**config.mk**
```make
export PLATFORM = sky130hd
export DESIGN_NAME = count_event_logger
export DESIGN_NICKNAME = d
export VERILOG_FILES = /design/src/rtl/count_event_logger_pkg.sv /design/src/rtl/sync_fifo.sv /design/src/rtl/count_event_logger.sv
export SDC_FILE = /design/constraint.sdc
export NUM_CORES = 1
export LEC_CHECK = 0
export BUFFER_PORTS_ARGS = -buffer_cell sky130_fd_sc_hd__buf_2
export CAP_MARGIN = 15
export CORE_MARGIN = 2
export CORE_UTILIZATION = 45
export CTS_BUF_LIST = sky130_fd_sc_hd__clkbuf_8
export CTS_CLUSTER_DIAMETER = 30
export DETAILED_ROUTE_END_ITERATION = 7
export GPL_TIMING_DRIVEN = 0
export SYNTH_ARGS = -nofsm -noshare
export SYNTH_HDL_FRONTEND = slang
export SYNTH_SLANG_ARGS = --single-unit
```
**constraint.sdc**
```tcl
create_clock -name clk -period 4.75 [get_ports clk]
set_input_delay 0.2375 -clock clk [delete_from_list [all_inputs] [get_ports clk]]
set_output_delay 0.2375 -clock clk [all_outputs]
set_load 0.02 [all_outputs]
```
**src/rtl/count_event_logger_pkg.sv**
```systemverilog
// Shared types and default sizing for the counter event logger and its trace consumers.
// Entry layout is {count, gap}; GAP_MAX/DROP_MAX are the saturation points at default widths.
package count_event_logger_pkg;

    localparam int DEF_WIDTH  = 8;
    localparam int DEF_DEPTH  = 4;
    localparam int DEF_GAP_W  = 16;
    localparam int DEF_DROP_W = 8;

    localparam logic [DEF_GAP_W-1:0]  GAP_MAX  = {DEF_GAP_W{1'b1}};
    localparam logic [DEF_DROP_W-1:0] DROP_MAX = {DEF_DROP_W{1'b1}};

    typedef struct packed {
        logic [DEF_WIDTH-1:0] count;
        logic [DEF_GAP_W-1:0] gap;
    } log_entry_t;

endpackage

```
**src/rtl/sync_fifo.sv**
```systemverilog
// Generic synchronous FIFO with registered head, valid and level outputs.
// Latency: a push is visible at the head one cycle later; no empty bypass.
// Backpressure: push while full is ignored unless a pop happens on the same edge.
module sync_fifo #(
    parameter type T     = logic [7:0],
    parameter int  DEPTH = 4
) (
    input  logic                   clk,
    input  logic                   a_rst,
    input  logic                   clear,
    input  logic                   push,
    input  T                       push_dat,
    input  logic                   pop,
    output logic                   full,
    output logic [$clog2(DEPTH):0] level,
    output T                       head,
    output logic                   head_vld
);

    localparam int AW = $clog2(DEPTH);

    T mem [DEPTH];

    logic [AW:0] wr_ptr;
    logic [AW:0] rd_ptr;
    logic [AW:0] wr_nxt;
    logic [AW:0] rd_nxt;
    logic        empty;
    logic        pop_ok;
    logic        push_ok;
    T            head_d;

    // Extra pointer MSB distinguishes full from empty when the indices match.
    assign empty   = (wr_ptr == rd_ptr);
    assign full    = (wr_ptr[AW] != rd_ptr[AW]) && (wr_ptr[AW-1:0] == rd_ptr[AW-1:0]);
    assign pop_ok  = pop && !empty;
    assign push_ok = push && (!full || pop_ok);
    assign wr_nxt  = wr_ptr + (AW+1)'(push_ok);
    assign rd_nxt  = rd_ptr + (AW+1)'(pop_ok);

    // The new head comes from the incoming entry when it lands in the slot being exposed.
    always_comb begin
        head_d = mem[rd_nxt[AW-1:0]];
        if (push_ok && (wr_ptr[AW-1:0] == rd_nxt[AW-1:0])) begin
            head_d = push_dat;
        end
    end

    always_ff @(posedge clk or posedge a_rst) begin
        if (a_rst) begin
            wr_ptr   <= '0;
            rd_ptr   <= '0;
            level    <= '0;
            head_vld <= 1'b0;
            head     <= '0;
        end else if (clear) begin
            wr_ptr   <= '0;
            rd_ptr   <= '0;
            level    <= '0;
            head_vld <= 1'b0;
            head     <= '0;
        end else begin
            wr_ptr   <= wr_nxt;
            rd_ptr   <= rd_nxt;
            level    <= wr_nxt - rd_nxt;
            head_vld <= (wr_nxt != rd_nxt);
            head     <= head_d;
        end
    end

    always_ff @(posedge clk) begin
        if (push_ok && !clear) begin
            mem[wr_ptr[AW-1:0]] <= push_dat;
        end
    end

endmodule

```
**src/rtl/count_event_logger.sv**
```systemverilog
// Logs counter done rising edges as {count, gap} entries and drains them over valid/ready.
// Latency: entry visible one cycle after the event edge. Backpressure: full FIFO drops
// the event (sticky overflow, saturating drop_cnt). COUNT_EVENT_LOGGER_SEQ_CHECK_EN adds seq_err.
module count_event_logger
    import count_event_logger_pkg::*;
#(
    parameter int WIDTH  = DEF_WIDTH,
    parameter int DEPTH  = DEF_DEPTH,
    parameter int GAP_W  = DEF_GAP_W,
    parameter int DROP_W = DEF_DROP_W
) (
    input  logic                   clk,
    input  logic                   a_rst,
    input  logic                   clear,
    input  logic [WIDTH-1:0]       count_i,
    input  logic                   done_i,
    output logic                   out_valid,
    input  logic                   out_ready,
    output logic [WIDTH-1:0]       out_count,
    output logic [GAP_W-1:0]       out_gap,
    output logic [$clog2(DEPTH):0] level,
    output logic                   overflow,
    output logic [DROP_W-1:0]      drop_cnt,
    output logic                   seq_err
);

    typedef struct packed {
        logic [WIDTH-1:0] count;
        logic [GAP_W-1:0] gap;
    } entry_t;

    logic       done_q;
    logic       evt;
    logic       pop;
    logic       full;
    logic       drop;
    logic [GAP_W-1:0] gap_cnt;
    entry_t     push_dat;
    entry_t     head;

    assign evt      = done_i && !done_q;
    assign pop      = out_valid && out_ready;
    assign drop     = evt && full && !pop;
    assign push_dat = '{count: count_i, gap: gap_cnt};

    // gap_cnt holds the edges elapsed since the last event (or since reset/clear).
    always_ff @(posedge clk or posedge a_rst) begin
        if (a_rst) begin
            done_q  <= 1'b0;
            gap_cnt <= '0;
        end else if (clear) begin
            done_q  <= done_i;
            gap_cnt <= '0;
        end else begin
            done_q <= done_i;
            if (evt) begin
                gap_cnt <= GAP_W'(1);
            end else if (gap_cnt != {GAP_W{1'b1}}) begin
                gap_cnt <= gap_cnt + GAP_W'(1);
            end
        end
    end

    always_ff @(posedge clk or posedge a_rst) begin
        if (a_rst) begin
            overflow <= 1'b0;
            drop_cnt <= '0;
        end else if (clear) begin
            overflow <= 1'b0;
            drop_cnt <= '0;
        end else if (drop) begin
            overflow <= 1'b1;
            if (drop_cnt != {DROP_W{1'b1}}) begin
                drop_cnt <= drop_cnt + DROP_W'(1);
            end
        end
    end

    sync_fifo #(
        .T     (entry_t),
        .DEPTH (DEPTH)
    ) u_fifo (
        .clk      (clk),
        .a_rst    (a_rst),
        .clear    (clear),
        .push     (evt),
        .push_dat (push_dat),
        .pop      (pop),
        .full     (full),
        .level    (level),
        .head     (head),
        .head_vld (out_valid)
    );

    assign out_count = head.count;
    assign out_gap   = head.gap;

`ifdef COUNT_EVENT_LOGGER_SEQ_CHECK_EN
    logic [WIDTH-1:0] prev_count;
    logic [WIDTH-1:0] prev_inc;
    logic             prev_vld;
    logic             seq_ok;

    // A counter may hold, step by one (with wrap) or restart from zero.
    assign prev_inc = prev_count + WIDTH'(1);
    assign seq_ok   = (count_i == prev_count) || (count_i == prev_inc) || (count_i == '0);

    always_ff @(posedge clk or posedge a_rst) begin
        if (a_rst) begin
            prev_count <= '0;
            prev_vld   <= 1'b0;
            seq_err    <= 1'b0;
        end else if (clear) begin
            prev_count <= '0;
            prev_vld   <= 1'b0;
            seq_err    <= 1'b0;
        end else begin
            prev_count <= count_i;
            prev_vld   <= 1'b1;
            if (prev_vld && !seq_ok) begin
                seq_err <= 1'b1;
            end
        end
    end
`else
    assign seq_err = 1'b0;
`endif

endmodule

```
==> results of run 1 <==
[cell type report]
cell class	count	area [µm²]
multi-input combinational	257	1973
buffer	29	118.9
clock buffer	18	247.7
fill	1194	6471
inverter	13	48.80
timing repair buffer	64	390.4
sequential	156	4384
tap	180	225.2
clock inverter	14	128.9
[synthesized netlist by cell type, types with 4 or more instances]
master	n
mux2_2	4
nor2_1	24
nor2b_1	8
nand3_1	39
nand4_1	6
clkbuf_1	21
nand2_1	13
nor4_1	12
o31ai_1	4
xnor2_1	7
a21oi_1	31
inv_1	12
ha_1	8
buf_2	5
or3_1	4
mux4_2	24
a31oi_1	4
o21ai_0	28
dfrtp_1	60
nor3_1	6
edfxtp_1	96
or4_1	7
[through the flow]
step	TNS (ns)	instance area, µm²	worst slack (ns)
global route	0	7517	0.6921
floorplan	0	6497	0.8000
global placement	-77.93	6968	-1.647
CTS	0	7507	0.9371
detailed placement	0	7061	0.9588
finish	0	7517	0.9676
[worst max-delay path, cell delays in order, from the launching register on]
cell	delay, ns
dfrtp_1	0.41
xnor2_1	0.55
a21boi_0	0.21
ha_1	0.22
ha_1	0.27
clkbuf_1	0.42
clkbuf_1	0.60
inv_1	0.22
fa_1	0.47
xor2_1	0.17
and2_1	0.16
[path summary, 6_finish.rpt]
| kind | startpoint | endpoint | slack [ns] | cells after the start |
|---|---|---|---|---|
| max in group asynchronous | a_rst | u_fifo.head[4] | 3.71 | 4 |
| worst max-delay path | u_fifo.rd_ptr[2] | u_fifo.level[2] | 0.97 | 10 |
| worst min-delay path | count_i[6] | u_fifo.mem[2][22] | 0.03 | 1 |
| worst max register to register | u_fifo.rd_ptr[2] | u_fifo.level[2] | 0.97 | 10 |
| min in group asynchronous | a_rst | u_fifo.wr_ptr[2] | 0.42 | 3 |
| worst min register to register | overflow | overflow | 0.52 | 2 |
[kinds of logic after synthesis]
kind of cell | Yosys count
AOI/OAI and AO/OA | 76
xor gates and xnor gates | 10
adders and majority gates | 9
buffers and inverters | 42
DFF | 156
muxes | 31
other | 1
and+or+nand+nor | 130
[flip-flops by register name, summed over array words and instances, names as in the netlist]
name and flops:
overflow 1, u_fifo.wr_ptr 3, u_fifo.level 3, u_fifo.mem 96, drop_cnt 8, u_fifo.head_vld 1, u_fifo.head 24, u_fifo.rd_ptr 3
done_q 1, gap_cnt 16
[where the power goes]
part	switching [mW]	leakage, nW	total (mW)	internal (mW)
Clock	0.480	0.188	0.950	0.471
Sequential	0.0134	1.70	1.48	1.46
Combinational	0.142	0.888	0.211	0.0697
[per-layer routing]
metal  GRT usage, %  up-vias
met5              0        -
met4          6.742        0
met3          5.174       15
met2          32.34      116
met1          27.26     2083
li1               -     1899
==> results.yml, run 1 <==
setup_path:
  cp_max_fo: 10
  arrival_ns: 4.13
  crit_type: "flip-flop to flip-flop"
  startpoint_type: "flip-flop"
  cp.required_ns: 5.10
  endpoint_kind: "flip-flop"
final_layout:
  antenna_cells: 0
  final_common_cell: "edfxtp_1"
  area_growth_pct: 15.69
  fin_cells: 731
  final_cell_mix: "edfxtp_1 (96), dfrtp_1 (60), buf_2 (54), nand3_1 (39), a21oi_1 (31)"
  drive_gt1_share_pct: 22.69
  layout.nets: 560
  fin_util_pct: 53.74
logic_synthesis:
  synthAdderAreaFrac_pct: 1.849
  synth_mux_area_share_pct: 9.474
  synth_compound_area_share_pct: 6.798
  synth_top_family_by_area: "simple AND/OR/NAND/NOR gates"
  syn_nets: 477
  synth-edff-count: 96
  ys_warn_count: 0
  synth_top_area_share_pct: 44.37
  synth_ff_type: "edfxtp_1"
  syn_area_um2: 6497
  synthSimpleGateAreaFrac_pct: 10.42
  synth_seq_cells: 156
  netlist_instances: 455
  synth.avg_cell_area_um2: 14.28
  synthArstFlopShare_pct: 38.46
  ys_seq_area_share_pct: 67.48
  synth_xor_xnor_area_share_pct: 1.348
  synth.area.top_cells: "edfxtp_1 (44%), dfrtp_1 (23%), mux4_2 (8.3%)"
  yosys.area.top_type: "edfxtp_1"
  synthDistinctLibCells: 42
routing:
  post-route-drc-count: 0
  first_pass_iters: 5
  route.met2.wl_um: 7133
  wl_met3_um: 769
  wl_met1_um: 6277
  first_iter_violations: 305
  vias: 4113
  wl_per_cell_um: 19.61
  topRoutingLayerUsed: "met4"
  final_antenna_net_count: 0
  viasPerCell: 5.627
  drt_wl_total_um: 14340
sta:
  clock_skew_ns: 0.01116
  holdWs_ns: 0.03146
  tightest_slew_ns: 0.9667
  grt_setup_unrepaired: "false"
  setup_violations: 0
  min_period_ns: 3.782
  report.final.slew_viol_count: 0
  final-hold-violation-count: 0
  fmax_mhz: 264.4
  relSlewSlack_pct: 35.01
  fin_crit_sh_pct: 79.63
global_route:
  grt_use_total_pct: 20.25
  antenna_found_initial: 0
  grt_remaining_overflow: 0
  grt_pass1_vias: 4015
  grt_max_degree: 36
  grt_pass1_wl_um: 22340
power_and_ir_drop:
  irDropWorstVdd_mv: 0.1674
  power.density_nw_per_um2: 351.1
  leakage_nw: 2.780
  total_power_mw: 2.640
floorplanning:
  start_util_pct: 46.45
  rows: 43
  die_x_um: 124.2
  core_um2: 13990
  die_y_um: 124.2
  num_io_pins: 51
  design.die.area_um2: 15420
hold_path:
  min_path_type: "input pin to flip-flop"
cts:
  htree_levels: 4
  clock_sinks: 156
  cts.path.max_buffers: 2
  cts_resized: 0
  cts-root-buf: "clkbuf_8"
  hold_buffers: 7
  cts_setup_buffers: 0
  cts_buffers: 17
  clk_latency_ns: 0.46
  clk_pin_slew_worst_paths_ns: 0.08
  cts_tree: "yes"
placement:
  io_buffers: 49
  place.gp.congestion: 0.8737
  dp_cells: 691
  hpwl_um: 9119
run_status:
  status: "completed"
run:
  drv_cap: 0
No activity file was read; power rests on OpenSTA's default activity.
==> run 2: changes to the inputs <==
==> constraint.sdc (replaced) <==
create_clock -name clk -period 3.5 [get_ports clk]
set_input_delay 0.175 -clock clk [delete_from_list [all_inputs] [get_ports clk]]
set_output_delay 0.175 -clock clk [all_outputs]
set_load 0.02 [all_outputs]
==> run 2 against run 1 <==
- final cell count is 0.41% higher
- die area stayed put
- highest routed layer unchanged
- wire length is 0.28% higher
- global-route usage hardly changed
- critical path depth is 1 lower
- non-clock buffer count is 3 higher
- register-to-register slack worse by 0.73 ns
- total power is 36% higher
- worst hold slack better by 0.10 ns
==> results.yml, run 2 (synthesis gave the netlist of run 1 again) <==
run_status:
  status: "completed"
cts:
  htree_levels: 4
  clock_sinks: 156
  cts_buffers: 17
  clk_pin_slew_worst_paths_ns: 0.08
  cts.path.max_buffers: 2
  clk_latency_ns: 0.46
  cts-root-buf: "clkbuf_8"
  cts_tree: "yes"
power_and_ir_drop:
  power.density_nw_per_um2: 474.6
  total_power_mw: 3.590
  leakage_nw: 2.815
  irDropWorstVdd_mv: 0.2288
floorplanning:
  num_io_pins: 51
  core_um2: 13990
  start_util_pct: 46.45
  die_y_um: 124.2
  rows: 43
  design.die.area_um2: 15420
  die_x_um: 124.2
setup_path:
  worstPathCellList: "xor2_1, o41ai_4, clkinv_2, clkbuf_2, ha_1, ha_1, fa_1, xor2_1, and2_1"
  ff2ff_path_depth: 9
  startpoint_type: "flip-flop"
  endpoint_kind: "flip-flop"
  rr_startpoint: "u_fifo.wr_ptr[1]"
  critical_path.slowest_cell: "o41ai_4"
  cp.required_ns: 3.85
  arrival_ns: 3.61
  reg2reg_setup_slack_ns: 0.24
  cp_max_fo: 10
  crit_type: "flip-flop to flip-flop"
  cpPeakStageDelay_ns: 0.55
  worstReg2RegEnd: "u_fifo.level[2]"
final_layout:
  area_growth_pct: 16.41
  largest_reg_flops: 96
  antenna_cells: 0
  drive_gt1_share_pct: 24.19
  final_common_cell: "edfxtp_1"
  final_cell_mix: "edfxtp_1 (96), dfrtp_1 (60), buf_2 (54), nand3_1 (39), a21oi_1 (31)"
  layout.nets: 563
  fin_cells: 734
  fin_util_pct: 54.07
routing:
  post-route-drc-count: 0
  first_iter_violations: 334
  final_antenna_net_count: 0
  drt_wl_total_um: 14380
  vias: 4116
  viasPerCell: 5.608
  wl_per_cell_um: 19.59
  first_pass_iters: 5
placement:
  hpwl_um: 9119
  place.gp.congestion: 0.8737
  io_buffers: 49
  dp_cells: 691
global_route:
  grt_use_total_pct: 20.25
  grt_pass1_wl_um: 22340
  grt_remaining_overflow: 0
  grt_pass1_vias: 4016
  grt_max_degree: 36
  antenna_found_initial: 0
hold_path:
  min_path_type: "input pin to flip-flop"
  hold-path-cell-count: 3
  min_from: "clear"
  min_to: "drop_cnt[7]"
sta:
  relSlewSlack_pct: 35.91
  setup_violations: 0
  report.final.slew_viol_count: 0
  final-hold-violation-count: 0
  fmax_mhz: 306.8
  min_period_ns: 3.259
  fin_crit_sh_pct: 93.12
  clock_skew_ns: 0.01044
  holdWs_ns: 0.1341
  grt_setup_unrepaired: "false"
  tightest_slew_ns: 0.9534
run:
  drv_cap: 0
run 2: worst max-delay path: cells and delay by family, from the launching register on:
kind / cells / cell delay (ns)
adder cells (fa/ha/maj): 3 / 0.97
buffers and inverters: 2 / 0.54
flip-flops: 1 / 0.50
XOR/XNOR: 2 / 0.43
AND/OR/NAND/NOR: 1 / 0.16
AO/OA/AOI/OAI: 1 / 0.55
run 2: area by class of cell:
cell class | instances | area [µm²]
flip-flops and latches | 156 | 4384
inverters | 13 | 50.05
repair buffers | 68 | 425.4
clock buffers | 18 | 247.7
fillers | 1194 | 6425
well taps | 180 | 225.2
multi-input cells | 257 | 1981
clock inverters | 14 | 128.9
plain buffers | 28 | 121.4
run 2: repair_timing:
item / CTS / global route
setup buffers: 0 / 2
hold endpoints to repair: 65 / 0
endpoints found under the setup margin: 17 / 22
pin swaps: 1 / 1
resized for setup: 5 / 3
hold buffers: 10 / 0
run 2: how the worst max path moves through the flow:
stage | from | end | slack, ns | depth (start not counted)
after detailed placement | u_fifo.rd_ptr[2] | u_fifo.level[2] | -0.29 | 10
final | u_fifo.wr_ptr[1] | u_fifo.level[2] | 0.24 | 9
after floorplan | u_fifo.rd_ptr[2] | u_fifo.mem[0][0] | -0.45 | 4
after global routing | u_fifo.wr_ptr[1] | u_fifo.head[8] | 0.02 | 11
after global placement | done_q | u_fifo.mem[2][8] | -2.88 | 4
after CTS | u_fifo.wr_ptr[0] | u_fifo.level[2] | 0.08 | 9
run 2: routing by layer:
metal / up-vias / part of all wire, % / track usage [%]
li1: 1905 / - / -
met1: 2071 / 44 / 27.24
met2: 123 / 50 / 32.34
met3: 17 / 5.2 / 5.174
met4: 0 / 1.1 / 6.742
met5: - / 0 / 0
run 2: stage by stage:
step / area, µm² / setup TNS, ns / worst slack (ns)
after global routing: 7564 / 0 / 0.01844
after detailed placement: 7061 / -1.250 / -0.2912
after CTS: 7550 / 0 / 0.07913
final: 7564 / 0 / 0.2408
after floorplan: 6497 / -21.60 / -0.4500
after global placement: 6968 / -182.45 / -2.881
run 2: power breakdown:
group          leakage, nW  total (mW)  internal, mW  switching [mW]
logic                0.924       0.292        0.0988           0.193
clock network        0.188        1.29         0.639           0.654
registers             1.70        2.01          1.99          0.0180
==> run 3: changes to the inputs <==
--- a/config.mk
+++ b/config.mk
@@ -8,11 +8,12 @@
 export BUFFER_PORTS_ARGS = -buffer_cell sky130_fd_sc_hd__buf_2
 export CAP_MARGIN = 15
 export CORE_MARGIN = 2
-export CORE_UTILIZATION = 45
+export CORE_UTILIZATION = 57
 export CTS_BUF_LIST = sky130_fd_sc_hd__clkbuf_8
 export CTS_CLUSTER_DIAMETER = 30
 export DETAILED_ROUTE_END_ITERATION = 7
 export GPL_TIMING_DRIVEN = 0
+export PLACE_DENSITY = 0.76
 export SYNTH_ARGS = -nofsm -noshare
 export SYNTH_HDL_FRONTEND = slang
 export SYNTH_SLANG_ARGS = --single-unit
==> run 3 against run 2 <==
- first-iteration DRC count increased by 50%
- core utilization increased by 15 points
- via count increased by 4.1%
- wire length decreased by 2.2%
- final area decreased by 0.31%
- clock skew increased by 0.0013 ns
- clock power about the same
- clock-buffer cell count decreased by 1
- largest power group unchanged
==> results.yml, run 3 (synthesis gave the netlist of run 1 again) <==
run_status:
  status: "completed"
cts:
  cts_buffers: 17
  cts.path.max_buffers: 2
  clock_sinks: 156
  cts-root-buf: "clkbuf_8"
  clk_pin_slew_worst_paths_ns: 0.09
  cts_tree: "yes"
  htree_levels: 4
  clk_latency_ns: 0.44
sta:
  report.final.slew_viol_count: 0
  holdWs_ns: 0.1432
  relSlewSlack_pct: 34.83
  layout_setup_ws_ns: 0.2325
  grt_setup_unrepaired: "false"
  tns_ns: 0
  fmax_mhz: 306.0
  min_period_ns: 3.267
  tightest_slew_ns: 0.9695
  final-hold-violation-count: 0
  clock_skew_ns: 0.01175
  fin_crit_sh_pct: 93.36
  setup_violations: 0
floorplanning:
  rows: 38
  die_x_um: 110.8
  num_io_pins: 51
  core_um2: 10980
  start_util_pct: 59.16
  die_y_um: 110.8
  design.die.area_um2: 12270
routing:
  first_iter_violations: 501
  final_antenna_net_count: 0
  post-route-drc-count: 0
  vias: 4284
  first_pass_iters: 5
  viasPerCell: 6.155
  drt_wl_total_um: 14060
  wl_per_cell_um: 20.20
power_and_ir_drop:
  switching_power_mw: 0.8891
  seqPwrFrac_pct: 55.6
  netSwitchingFraction_pct: 24.65
  leakage_nw: 2.822
  total_power_mw: 3.607
  irDropWorstVdd_mv: 0.2724
  clkPwrFrac_pct: 36.3
  p_comb_share_pct: 8.1
  internal_power_mw: 2.718
  power.density_nw_per_um2: 478.4
final_layout:
  final_cell_mix: "edfxtp_1 (96), dfrtp_1 (60), buf_2 (54), nand3_1 (39), a21oi_1 (31)"
  fin_util_pct: 68.65
  fin_cells: 696
  area_growth_pct: 16.04
  nFillCells: 729
  layout.nets: 565
  final_common_cell: "edfxtp_1"
  largest_reg_flops: 96
  antenna_cells: 0
  final_area_um2: 7540
  drive_gt1_share_pct: 24.46
setup_path:
  endpoint_kind: "flip-flop"
  reg2reg_setup_slack_ns: 0.23
  rr_startpoint: "u_fifo.wr_ptr[1]"
  cp-endpoint: "u_fifo.head[6]"
  cp_max_fo: 10
  ff2ff_path_depth: 9
  arrival_ns: 3.57
  startpoint_type: "flip-flop"
  crit_path_start: "u_fifo.wr_ptr[1]"
  crit_type: "flip-flop to flip-flop"
  cp.required_ns: 3.80
  worstReg2RegEnd: "u_fifo.head[6]"
global_route:
  grt_remaining_overflow: 0
  grt_use_total_pct: 24.00
  antenna_found_initial: 0
  grt_pass1_vias: 4323
  grt_pass1_wl_um: 22580
  grt_max_degree: 36
placement:
  post-place-ws_ns: -0.2194
  io_buffers: 49
  place.gp.congestion: 0.8521
  dp_cells: 652
  postPlaceCellArea_um2: 7022
  hpwl_um: 8998
hold_path:
  min_path_type: "input pin to flip-flop"
run:
  drv_cap: 0
[run 3: how the worst min path moves through the flow]
stage	from	to	slack (ns)	depth (start not counted)
after global placement	done_i	done_q	0.31	1
after detailed placement	done_i	done_q	0.32	1
after CTS	clear	drop_cnt[7]	0.13	3
after global routing	clear	drop_cnt[3]	0.14	3
final	clear	drop_cnt[7]	0.14	3
after floorplan	done_i	done_q	0.21	0
[run 3: repair_timing]
item / in CTS / in global routing
buffers inserted: 0 / 3
hold endpoints to repair: 70 / 0
hold buffers: 10 / 0
gates resized for setup: 3 / 4
pin swaps: 1 / 1
endpoints found under the setup margin: 4 / 21
gates cloned: 0 / 0
[run 3: worst max-delay path: stages (launching register included)]
cell and delay, ns:
dfrtp_1 0.53, xor2_1 0.39, nor2_1 0.08, a21boi_0 0.17
ha_1 0.17, clkbuf_1 0.49, buf_2 0.49, mux4_2 0.57
o21ai_0 0.10, a21oi_1 0.12
[run 3: power groups by stage]
stage	Clock, mW	Sequential [mW]	Combinational, mW
detailed placement	0	2.04	0.280
finish	1.31	2.01	0.292
global placement	0	2.05	0.265
floorplan	0	2.07	0.146
CTS	1.32	2.01	0.291
global route	1.40	2.01	0.318
[run 3: per-layer routing]
layer,up-vias,global-route usage [%],routed length [µm]
met1,2169,32.22,5946
met3,24,6.069,790
met5,-,0,0
li1,1909,-,-
met2,182,38.08,7059
met4,0,9.583,259
[run 3: cell type report]
cell class	instances	area, µm²	share of cell area [%]
clock buffer	17	234.0	3.103
timing repair buffer	70	444.2	5.891
tap	140	175.2	2.323
multi-input combinational	257	1981	26.27
inverter	13	50.05	0.6638
sequential	156	4384	58.15
clock inverter	15	151.4	2.008
buffer	28	120.1	1.593
